[config.mk]
export PLATFORM = sky130hd
export DESIGN_NAME = ahb_master
export DESIGN_NICKNAME = d
export VERILOG_FILES = /design/src/rtl/ahb_master.sv
export SDC_FILE = /design/constraint.sdc
export NUM_CORES = 1
export LEC_CHECK = 0
export BUFFER_PORTS_ARGS = -buffer_cell sky130_fd_sc_hd__buf_2
export CAP_MARGIN = 30
export CORE_UTILIZATION = 45
export DETAILED_ROUTE_END_ITERATION = 8
export GPL_ROUTABILITY_DRIVEN = 0
export PLACE_DENSITY = 0.76
export SETUP_SLACK_MARGIN = 0.1
export SYNTH_ARGS = -nofsm -noshare
export SYNTH_HDL_FRONTEND = slang
export SYNTH_SLANG_ARGS = --single-unit
[constraint.sdc]
create_clock -name hclk -period 1.9 [get_ports hclk]
set_clock_uncertainty 0.2 [all_clocks]
set_input_delay 0.475 -clock hclk [delete_from_list [all_inputs] [get_ports hclk]]
set_output_delay 0.475 -clock hclk [all_outputs]
set_load 0.01 [all_outputs]
[src/rtl/ahb_master.sv]
// rtl/ahb_master.sv - AHB-Lite single master with pipelined address/data slots
// Turns a valid/ready request stream into SINGLE AHB transfers, one response per request.
module ahb_master (
  input  logic        hclk,
  input  logic        hresetn,
  input  logic        req_valid,
  output logic        req_ready,
  input  logic [31:0] req_addr,
  input  logic [31:0] req_wdata,
  input  logic        req_we,
  input  logic [1:0]  req_size,
  output logic        resp_valid,
  output logic [31:0] resp_rdata,
  output logic        resp_err,
  output logic [31:0] haddr,
  output logic [31:0] hwdata,
  input  logic [31:0] hrdata,
  output logic        hwrite,
  output logic [1:0]  htrans,
  output logic [2:0]  hsize,
  output logic [2:0]  hburst,
  input  logic [1:0]  hresp,
  input  logic        hready
);

  localparam logic [1:0] HTRANS_IDLE   = 2'b00;
  localparam logic [1:0] HTRANS_NONSEQ = 2'b10;
  localparam logic [1:0] HRESP_ERROR   = 2'b01;

  logic        a_valid_q, a_valid_d;
  logic [31:0] a_addr_q, a_addr_d;
  logic        a_we_q, a_we_d;
  logic [1:0]  a_size_q, a_size_d;
  logic [31:0] a_wdata_q, a_wdata_d;
  logic        d_valid_q, d_valid_d;
  logic        d_we_q, d_we_d;
  logic [31:0] d_wdata_q, d_wdata_d;
  logic        hold_idle_q, hold_idle_d;
  logic        resp_valid_q, resp_valid_d;
  logic [31:0] resp_rdata_q, resp_rdata_d;
  logic        resp_err_q, resp_err_d;

  logic adv;
  logic accept;
  logic d_done;

  always_comb begin
    adv       = hready && !hold_idle_q;
    req_ready = !a_valid_q || adv;
    accept    = req_valid && req_ready;
    // The data phase finishes whenever the slave is ready, even while A is held idle.
    d_done    = d_valid_q && hready;

    a_valid_d    = a_valid_q;
    a_addr_d     = a_addr_q;
    a_we_d       = a_we_q;
    a_size_d     = a_size_q;
    a_wdata_d    = a_wdata_q;
    d_valid_d    = d_valid_q;
    d_we_d       = d_we_q;
    d_wdata_d    = d_wdata_q;
    resp_valid_d = d_done;
    resp_rdata_d = resp_rdata_q;
    resp_err_d   = resp_err_q;

    if (adv) begin
      d_valid_d = a_valid_q;
      a_valid_d = 1'b0;
      if (a_valid_q) begin
        d_we_d    = a_we_q;
        d_wdata_d = a_wdata_q;
      end
    end else if (d_done) begin
      d_valid_d = 1'b0;
    end

    if (accept) begin
      a_valid_d = 1'b1;
      a_addr_d  = req_addr;
      a_we_d    = req_we;
      a_size_d  = req_size;
      a_wdata_d = req_wdata;
    end

    // First ERROR cycle sets the hold; it lifts once the slave finishes the second cycle.
    if (hold_idle_q) hold_idle_d = !hready;
    else             hold_idle_d = d_valid_q && !hready && (hresp == HRESP_ERROR);

    if (d_done) begin
      resp_rdata_d = d_we_q ? 32'h0 : hrdata;
      resp_err_d   = (hresp == HRESP_ERROR);
    end
  end

  always_ff @(posedge hclk or negedge hresetn) begin
    if (!hresetn) begin
      a_valid_q    <= 1'b0;
      a_addr_q     <= 32'h0;
      a_we_q       <= 1'b0;
      a_size_q     <= 2'b00;
      a_wdata_q    <= 32'h0;
      d_valid_q    <= 1'b0;
      d_we_q       <= 1'b0;
      d_wdata_q    <= 32'h0;
      hold_idle_q  <= 1'b0;
      resp_valid_q <= 1'b0;
      resp_rdata_q <= 32'h0;
      resp_err_q   <= 1'b0;
    end else begin
      a_valid_q    <= a_valid_d;
      a_addr_q     <= a_addr_d;
      a_we_q       <= a_we_d;
      a_size_q     <= a_size_d;
      a_wdata_q    <= a_wdata_d;
      d_valid_q    <= d_valid_d;
      d_we_q       <= d_we_d;
      d_wdata_q    <= d_wdata_d;
      hold_idle_q  <= hold_idle_d;
      resp_valid_q <= resp_valid_d;
      resp_rdata_q <= resp_rdata_d;
      resp_err_q   <= resp_err_d;
    end
  end

  assign haddr      = a_addr_q;
  assign hwrite     = a_we_q;
  assign hsize      = {1'b0, a_size_q};
  assign htrans     = (a_valid_q && !hold_idle_q) ? HTRANS_NONSEQ : HTRANS_IDLE;
  assign hburst     = 3'b000;
  assign hwdata     = d_wdata_q;
  assign resp_valid = resp_valid_q;
  assign resp_rdata = resp_rdata_q;
  assign resp_err   = resp_err_q;

endmodule

==> impl_results.md, run 1 <==
* Core Area at between 10000 and 15000 um^2
* Unique masters post-synth at 17
* WS Path Type: reg2out
* Site Rows at 39
* WL final at between 10 and 15 mm
* CTS sink cnt at 137
* Largest net degree at the start of global routing at 47
* Routed wl met3 at about 940 um
* Placed cell count at 715
* CP Capture Type: output pin
* Inserted Diodes at 0
* CTS clk-pin slew, worst paths at 0.06 ns
* Met2 wire len at around 5.7 mm
* Final Worst Setup Slack at 0.0468 ns
* Grt total ovfl at 0
* Share of the synthesized area in the top cell type at about two thirds
* Worst-path fanout max at 3
* WHS at roughly 0.074 ns
* Synth Cell Area at about 5300 um^2
* Final Cycle Share at a little over nine tenths
* Post-DR wirelength/cell at 15.1 um
* Power per cell area at 1280 nW/um^2
* Initial Util at a little under half
* Fmax at between 0.5 and 0.6 GHz
* Slew Limit Fails at 0
* Commonest non-fill, non-tap cell in the layout: buf_2
* Post-DRT Antenna Nets at 0
* Sequence of cells on the critical path: and2b_1 -> buf_6
* Cell accounting for the most synthesized area: dfrtp_1
* Top sig layer: met5
* Max cap viols at 0
* Avg Inst Size Synth at 14.1 um^2
* DR vias/cell at 4.78
* Measured slew at the worst slew-check pin at approximately 0.72 ns
* Final std cells w/o fill at between 700 and 800
* Slew headroom at between 50% and 60%
* DPL Wire Length at roughly 8 mm
* CP Data Required Time at ~1.2 ns
* Crit start category: flop
* Die Footprint at between 10000 and 15000 um^2
* First-pass GRT wire length at about 19 mm
* Die Width at 110 um
* Initial antenna violation count at 1
* TritonRoute pass-1 iters at 4
* Worst EP arrival at around 1.2 ns
* Synthesized flop and latch total at approximately 140
* Status: finished, final reports clean
* Bufs on Longest Clock Path at 2
* Synth Instances at 374
* Initial drt markers at ~130
* Root buf cell: clkbuf_16
* Met1 WL at between 4 and 5 mm
* Peak supply drop at about 0.82 mV
* DRC errors left at 0
* CP max-delay cell: dfrtp_1
* YS warnings at 0
* Register area share after synthesis at between 60% and 70%
* Lkg Pwr at about 0.0036 uW
* Largest cells by area after synthesis: dfrtp_1, mux2_2, mux2_1
* Share of cells above drive strength 1 at between 50 and 60%
* IO Pins at 213
* FF-to-FF setup slack at 0.10 ns
* Type of the most critical hold path: in2reg
* Final Hold Viols at 0
* Vias in the first global route at a little under 4k
* Min cycle time layout at between 1.5 and 2 ns
* CTS Buf Count at 17
* RSZ-0062 raised after global routing: yes
* Detailed-route via count at around 3.6k
* PortBufs at slightly above 200
* CTS tree: done
* CP peak stage delay at roughly 0.4 ns
* H-tree lvl count at 4
* Final #Nets at around 700
* Die height at between 100 and 150 um
* Most frequent cells in the layout: buf_2, dfrtp_1, mux2_2
* Overall Global Routing Usage at around a fifth
* Skew-Pair Late Insertion Delay at around 0.4 ns
* Worst slack, placed at -0.0156 ns
* Final Setup Violations at 0
* Area added between synthesis and finish at 37.4%
## path summary, 6_finish.rpt
kind | from | to | depth (start not counted)
max | hold_idle_q$_DFF_PN0_ | htrans[1] | 2
min | req_addr[6] | haddr[6]$_DFFE_PN0P_ | 2
max reg2reg | hold_idle_q$_DFF_PN0_ | a_wdata_q[3]$_DFFE_PN0P_ | 5
min reg2reg | haddr[0]$_DFFE_PN0P_ | haddr[0]$_DFFE_PN0P_ | 1
max in group asynchronous | hresetn | a_wdata_q[26]$_DFFE_PN0P_ | 3
min in group asynchronous | hresetn | hwdata[14]$_DFFE_PN0P_ | 2
## synthesized netlist by cell type (all sizes together)
cell type,count
mux2,100
nand2b,35
conb,1
a21boi,1
nand2,36
clkbuf,10
nor2,1
buf,15
dfrtp,137
o21ba,1
and2b,1
o21ai,34
inv,2
## routing by layer
layer,up-vias,GRT usage [%]
met3,22,8.62
met1,1736,21.8
met4,2,8.62
met5,-,0
li1,1706,-
met2,138,32.6
## flip-flops by register name, summed over array words and instances (netlist names)
signal / cells
a_wdata_q: 32
d_valid_q: 1
a_size_q: 2
d_we_q: 1
hwrite: 1
hold_idle_q: 1
resp_rdata: 32
resp_err: 1
hwdata: 32
resp_valid: 1
haddr: 32
a_valid_q: 1
## power breakdown
group          leakage (uW)  internal, uW  total, uW  switching (uW)
clock              0.000307          2330       3470            1140
combinational       0.00162           993       1900             904
sequential          0.00165          3560       3930             364
total               0.00358          6890       9300            2410
## metrics by stage
step	utilization, %	setup TNS [ns]	area [um^2]	power, uW
CTS	62.9	0	7180	9380
floorplan	-	0	5310	4930
global route	63.7	-0.00283	7270	9750
global placement	57.0	0	6510	5740
detailed placement	57.0	-0.0397	6510	5850
finish	63.7	0	7270	9300
## kinds of logic (layout without fill, tap and decap cells)
group                  after synthesis  after routing  synth area share (%)
other                                1              5                0.0709
muxes                              100            100                  21.3
and+or+nand+nor                     73             73                  6.90
DFF                                137            137                  64.8
AOI/OAI and AO/OA                   36             36                  3.62
buffers and inverters               27            260                  3.33
## cell type report
type	instances	area [um^2]
clock buffers	25	495
repair buffers	226	1290
well taps	143	179
clock inverters	7	138
inverters	2	7.51
multi-input cells	214	1730
flip-flops and latches	137	3430
fillers	892	4150
## timing repair
action                                 in CTS  in global routing
buffers inserted                            1                  2
gates cloned                                0                  3
setup endpoints to repair                  28                 41
endpoints found under the hold margin      22                  0
pin swaps                                   1                  0
hold buffers                                1                  0
resized for setup                           5                  2
## worst max-delay path: cells and delay by family, from the launching register on
kind	cells	cell delay (ns)
AND/OR/NAND/NOR	1	0.25
flip-flops	1	0.39
buffers and inverters	1	0.12
Note: power is estimated with default switching activity, not from simulation.
==> run 2: changes to the inputs <==
Settings changed: CORE_MARGIN from default to 2.
==> impl_results.md, run 2 (synthesized netlist as in run 1, its figures left out) <==
* Bufs on Longest Clock Path at 2
* WHS at about 0.080 ns
* Inserted Diodes at 0
* CTS sink cnt at 137
* TritonRoute pass-1 iters at 4
* Post-DRT Antenna Nets at 0
* Die Footprint at 12600 um^2
* CP Data Required Time at between 1 and 1.5 ns
* Largest net degree at the start of global routing at 68
* Overall Global Routing Usage at a little under a fifth
* Worst EP arrival at roughly 1.1 ns
* Die height at 112 um
* CP Capture Type: output pin
* Area added between synthesis and finish at 37.5%
* DPL Wire Length at 8.07 mm
* Total Power at 9280 uW
* Hold Path Sink: a_size_q[0]$_DFFE_PN0P_
* Min cycle time layout at ~1.8 ns
* Hold depth at 2
* Final #Nets at 700
* Reg2Reg Launch Point: a_valid_q$_DFFE_PN0P_
* Crit start category: flop
* CTS clk-pin slew, worst paths at around 0.06 ns
* Share of cells above drive strength 1 at a little over half
* Lkg Pwr at 0.00357 uW
* Hold path startpoint: req_size[0]
* Reg-to-reg endpoint: haddr[11]$_DFFE_PN0P_
* Initial drt markers at ~140
* Status: finished, final reports clean
* Max cap viols at 0
* Root buf cell: clkbuf_16
* Skew-Pair Late Insertion Delay at between 0.4 and 0.5 ns
* Post-Place Cell Area at 6490 um^2
* Worst r2r path cells at 5
* CTS tree: done
* DR vias/cell at around 4.8
* Post-DR wirelength/cell at approximately 15 um
* Final Cycle Share at 95.7%
* Measured slew at the worst slew-check pin at around 0.74 ns
* PortBufs at around 210
* Worst-path fanout max at 2
* Slew headroom at about half
* Peak supply drop at between 0.8 and 0.9 mV
* WL final at ~12 mm
* Buffers and inverters on the worst path at 1
* Delay-heaviest family, CP: flip-flops
* CP peak stage delay at approximately 0.43 ns
* Grt total ovfl at 0
* Commonest non-fill, non-tap cell in the layout: buf_2
* Design Area, Final at ~7300 um^2
* IO Pins at around 210
* First-pass GRT wire length at ~18 mm
* Type of the most critical hold path: in2reg
* Final Hold Viols at 0
* Final Setup Violations at 0
* Initial Util at between 40% and 50%
* Site Rows at 39
* Die Width at 112 um
* Slew Limit Fails at 0
* Power per cell area at 1270 nW/um^2
* CP max-delay cell: dfrtp_2
* WS Path Type: reg2out
* RSZ-0062 raised after global routing: yes
* Detailed-route via count at around 3.6k
* Core Area at between 10000 and 15000 um^2
* Initial antenna violation count at 1
* FF-to-FF setup slack at roughly 0.13 ns
* DRC errors left at 0
* CTS Buf Count at 17
* Most frequent cells in the layout: buf_2, dfrtp_1, mux2_2
* Sequence of cells on the critical path: and2b_1 -> buf_2
* H-tree lvl count at 4
* Vias in the first global route at 3902
* Fmax at about 0.55 GHz
==> run 2: cell count changes in the layout (fill, tap and decap cells not counted), sizes merged <==
| cell | previous run | this run |
|---|---|---|
| clkbuf | 26 | 22 |
| clkinv | 2 | 6 |
| buf | 224 | 220 |
| clkinvlp | 1 | 2 |
==> run 2: area by class of cell <==
class	count	area (um^2)
flip-flops and latches	137	3430
well taps	143	179
clock inverters	12	173
fillers	894	4190
clock buffers	20	457
multi-input cells	214	1730
inverters	2	7.51
repair buffers	223	1300
==> run 2: per-stage QoR <==
step / TNS, ns / util, % / cells / setup WS, ns
finish: 0 / 63.4 / 751 / 0.0818
global route: 0 / 63.4 / 751 / 0.0394
CTS: 0 / 62.4 / 745 / 0.0437
detailed placement: -0.00737 / 56.6 / 711 / -0.00535
global placement: 0 / 56.6 / 711 / 0.0451
floorplan: 0 / - / 378 / 0.212
==> run 2: routing by layer <==
metal | GRT usage (%) | up-vias | routed length (um)
met5 | 0 | - | 0
met4 | 8.54 | 0 | 269
met3 | 8.15 | 30 | 1020
met2 | 30.7 | 142 | 5690
met1 | 21.0 | 1742 | 4580
li1 | - | 1699 | -
==> run 2: worst register-to-register path: cells and delay by family (launching register included) <==
family,cells,cell delay (ns)
buffers and inverters,3,0.50
multiplexers,1,0.36
AO/OA/AOI/OAI,1,0.17
flip-flops,1,0.43
==> run 2: worst max path at each step <==
stage          depth (start not counted)                       to             startpoint  slack (ns)
6_report                               2                htrans[1]  a_valid_q$_DFFE_PN0P_        0.08
5_1_grt                                3                req_ready  hold_idle_q$_DFF_PN0_        0.04
4_1_cts                                2                htrans[1]  a_valid_q$_DFFE_PN0P_        0.04
3_5_place_dp                           5    haddr[11]$_DFFE_PN0P_                 hready      -0.005
3_3_place_gp                           5    haddr[28]$_DFFE_PN0P_                 hready        0.05
2_1_floorplan                          5  a_size_q[0]$_DFFE_PN0P_                 hready        0.21
==> run 2: where the power goes <==
part | switching [uW] | total (uW) | internal [uW]
logic | 919 | 1920 | 1000
clock network | 1180 | 3440 | 2260
registers | 354 | 3920 | 3560
total | 2450 | 9280 | 6820
==> run 2: repair_timing <==
item,CTS,global route
hold buffers,1,0
pin swaps,0,2
gates cloned,0,2
endpoints found under the setup margin,5,22
resized for setup,4,4
hold endpoints to repair,30,0
buffers inserted,1,4
==> run 3: changes to the inputs <==
Settings changed: CTS_BUF_LIST from default to sky130_fd_sc_hd__clkbuf_16.
==> impl_results.md, run 3 (synthesized netlist as in run 1, its figures left out) <==
* Status: finished, final reports clean
* Slew headroom at 50.3%
* Worst-path fanout max at 2
* First-pass GRT wire length at 18.4 mm
* Placed cell count at about 700
* Fmax at 0.551 GHz
* PortBufs at around 210
* Design Area, Final at roughly 7200 um^2
* Die Width at around 110 um
* Initial Util at between 40% and 50%
* Die height at ~110 um
* CP Capture Type: output pin
* P_sw at around 2500 uW
* Bufs on Longest Clock Path at 2
* Most frequent cells in the layout: buf_2, dfrtp_1, mux2_2
* Fillcell total at 900
* Initial drt markers at 149
* Type of the most critical hold path: in2reg
* Measured slew at the worst slew-check pin at approximately 0.75 ns
* IO Pins at 213
* Final Hold Viols at 0
* Min cycle time layout at 1.81 ns
* Post-DRT Antenna Nets at 0
* CTS clk-pin slew, worst paths at about 0.06 ns
* WS Path Type: reg2out
* DR vias/cell at just under 5
* Post-Place Cell Area at between 6000 and 7000 um^2
* CTS tree: done
* Initial antenna violation count at 1
* RSZ-0062 raised after global routing: yes
* Reg-to-reg endpoint: a_wdata_q[31]$_DFFE_PN0P_
* Worst r2r path cells at 4
* Lkg Pwr at between 0.003 and 0.004 uW
* Grt total ovfl at 0
* Die Footprint at 12600 um^2
* Final Worst Setup Slack at around 0.085 ns
* Skew-Pair Late Insertion Delay at between 0.4 and 0.5 ns
* P_int at approximately 6700 uW
* Crit start category: flop
* CP endpoint: htrans[1]
* Worst slack, placed at -0.00535 ns
* Site Rows at 39
* CTS sink cnt at ~140
* Max cap viols at 0
* Final std cells w/o fill at ~750
* Share of cells above drive strength 1 at a little over half
* H-tree lvl count at 4
* Vias in the first global route at around 3.9k
* WHS at 0.0774 ns
* Root buf cell: clkbuf_16
* WL final at 11.4 mm
* FF-to-FF setup slack at between 0.1 and 0.15 ns
* Worst EP arrival at between 1 and 1.5 ns
* CTS Buf Count at 17
* Peak supply drop at about 0.90 mV
* TritonRoute pass-1 iters at 4
* Final Setup Violations at 0
* CP Data Required Time at between 1 and 1.5 ns
* Critical Path Source: a_valid_q$_DFFE_PN0P_
* Commonest non-fill, non-tap cell in the layout: buf_2
* Total Power at approximately 9000 uW
* Core Area at 11500 um^2
* Hold depth at 2
* Combinational group share of total power at roughly a fifth
* Area added between synthesis and finish at 36.1%
* Overall Global Routing Usage at 18.5%
* Largest net degree at the start of global routing at 68
* Inserted Diodes at 0
* Slew Limit Fails at 0
* DPL Wire Length at 8.07 mm
* Switching share of total power at between 20% and 30%
* Final #Nets at roughly 700
* Reg2Reg Launch Point: a_valid_q$_DFFE_PN0P_
* DRC errors left at 0
* Detailed-route via count at 3611
* Sequential share of power at a little over two fifths
* Clock power frac at around 37%
* Post-DR wirelength/cell at about 15 um
* Power per cell area at around 1300 nW/um^2
* Final Cycle Share at a little over nine tenths
## run 3: changes by cell type in the layout (fill, tap and decap cells not counted)
cell / previous run / this run
buf_12: 7 / 6
buf_4: 5 / 4
clkbuf_16: 19 / 18
inv_1: 2 / 3
clkbuf_1: 1 / 0
clkbuf_8: 2 / 0
clkinv_1: 0 / 2
## run 3: worst min-delay path by stage
stage | endpoint | start | slack [ns]
global placement | hwdata[16]$_DFFE_PN0P_ | hresetn | 0.17
global route | haddr[0]$_DFFE_PN0P_ | req_addr[0] | 0.07
finish | a_size_q[0]$_DFFE_PN0P_ | req_size[0] | 0.08
CTS | a_size_q[0]$_DFFE_PN0P_ | req_size[0] | 0.06
floorplan | a_size_q[0]$_DFFE_PN0P_ | hresetn | -0.02
detailed placement | a_wdata_q[16]$_DFFE_PN0P_ | hresetn | 0.18
## run 3: area by class of cell
type / instances / area, um^2 / area share, %
Sequential cell: 137 / 3430 / 47.6
Multi-Input combinational cell: 214 / 1730 / 24.0
Timing Repair Buffer: 220 / 1250 / 17.3
Clock buffer: 17 / 425 / 5.91
Clock inverter: 15 / 184 / 2.55
Tap cell: 143 / 179 / 2.48
Inverter: 2 / 7.51 / 0.104
## run 3: layer usage
| metal | up-vias | share of wire (%) | global-route usage, % |
|---|---|---|---|
| li1 | 1692 | - | - |
| met1 | 1744 | 40 | 21.0 |
| met2 | 146 | 49 | 30.4 |
| met3 | 29 | 9.0 | 8.15 |
| met4 | 0 | 2.3 | 8.54 |
| met5 | - | 0 | 0 |
## run 3: metrics by stage
stage,setup TNS (ns),util [%]
2_1_floorplan,0,-
3_3_place_gp,0,56.6
3_5_place_dp,-0.00737,56.6
4_1_cts,0,62.2
5_1_grt,0,62.8
6_report,0,62.8
## run 3: repair_timing
item                                   CTS  global route
hold buffers                             1             0
pin swaps                                0             2
gates resized for setup                  4             4
endpoints found under the hold margin   30             0
gates cloned                             0             1
setup endpoints to repair                3            18
setup buffers                            1             2
## run 3: critical path, cell delays in order (launching register included)
cell	delay (ns)
dfrtp_2	0.42
and2b_1	0.17
buf_2	0.14
## run 3: power groups by stage
stage | clock network [uW] | logic [uW] | registers, uW
after floorplan | 0 | 788 | 4150
after global placement | 0 | 1820 | 3920
after detailed placement | 0 | 1890 | 3970
after CTS | 3430 | 1910 | 3930
after global routing | 3560 | 2080 | 4010
final | 3360 | 1900 | 3910
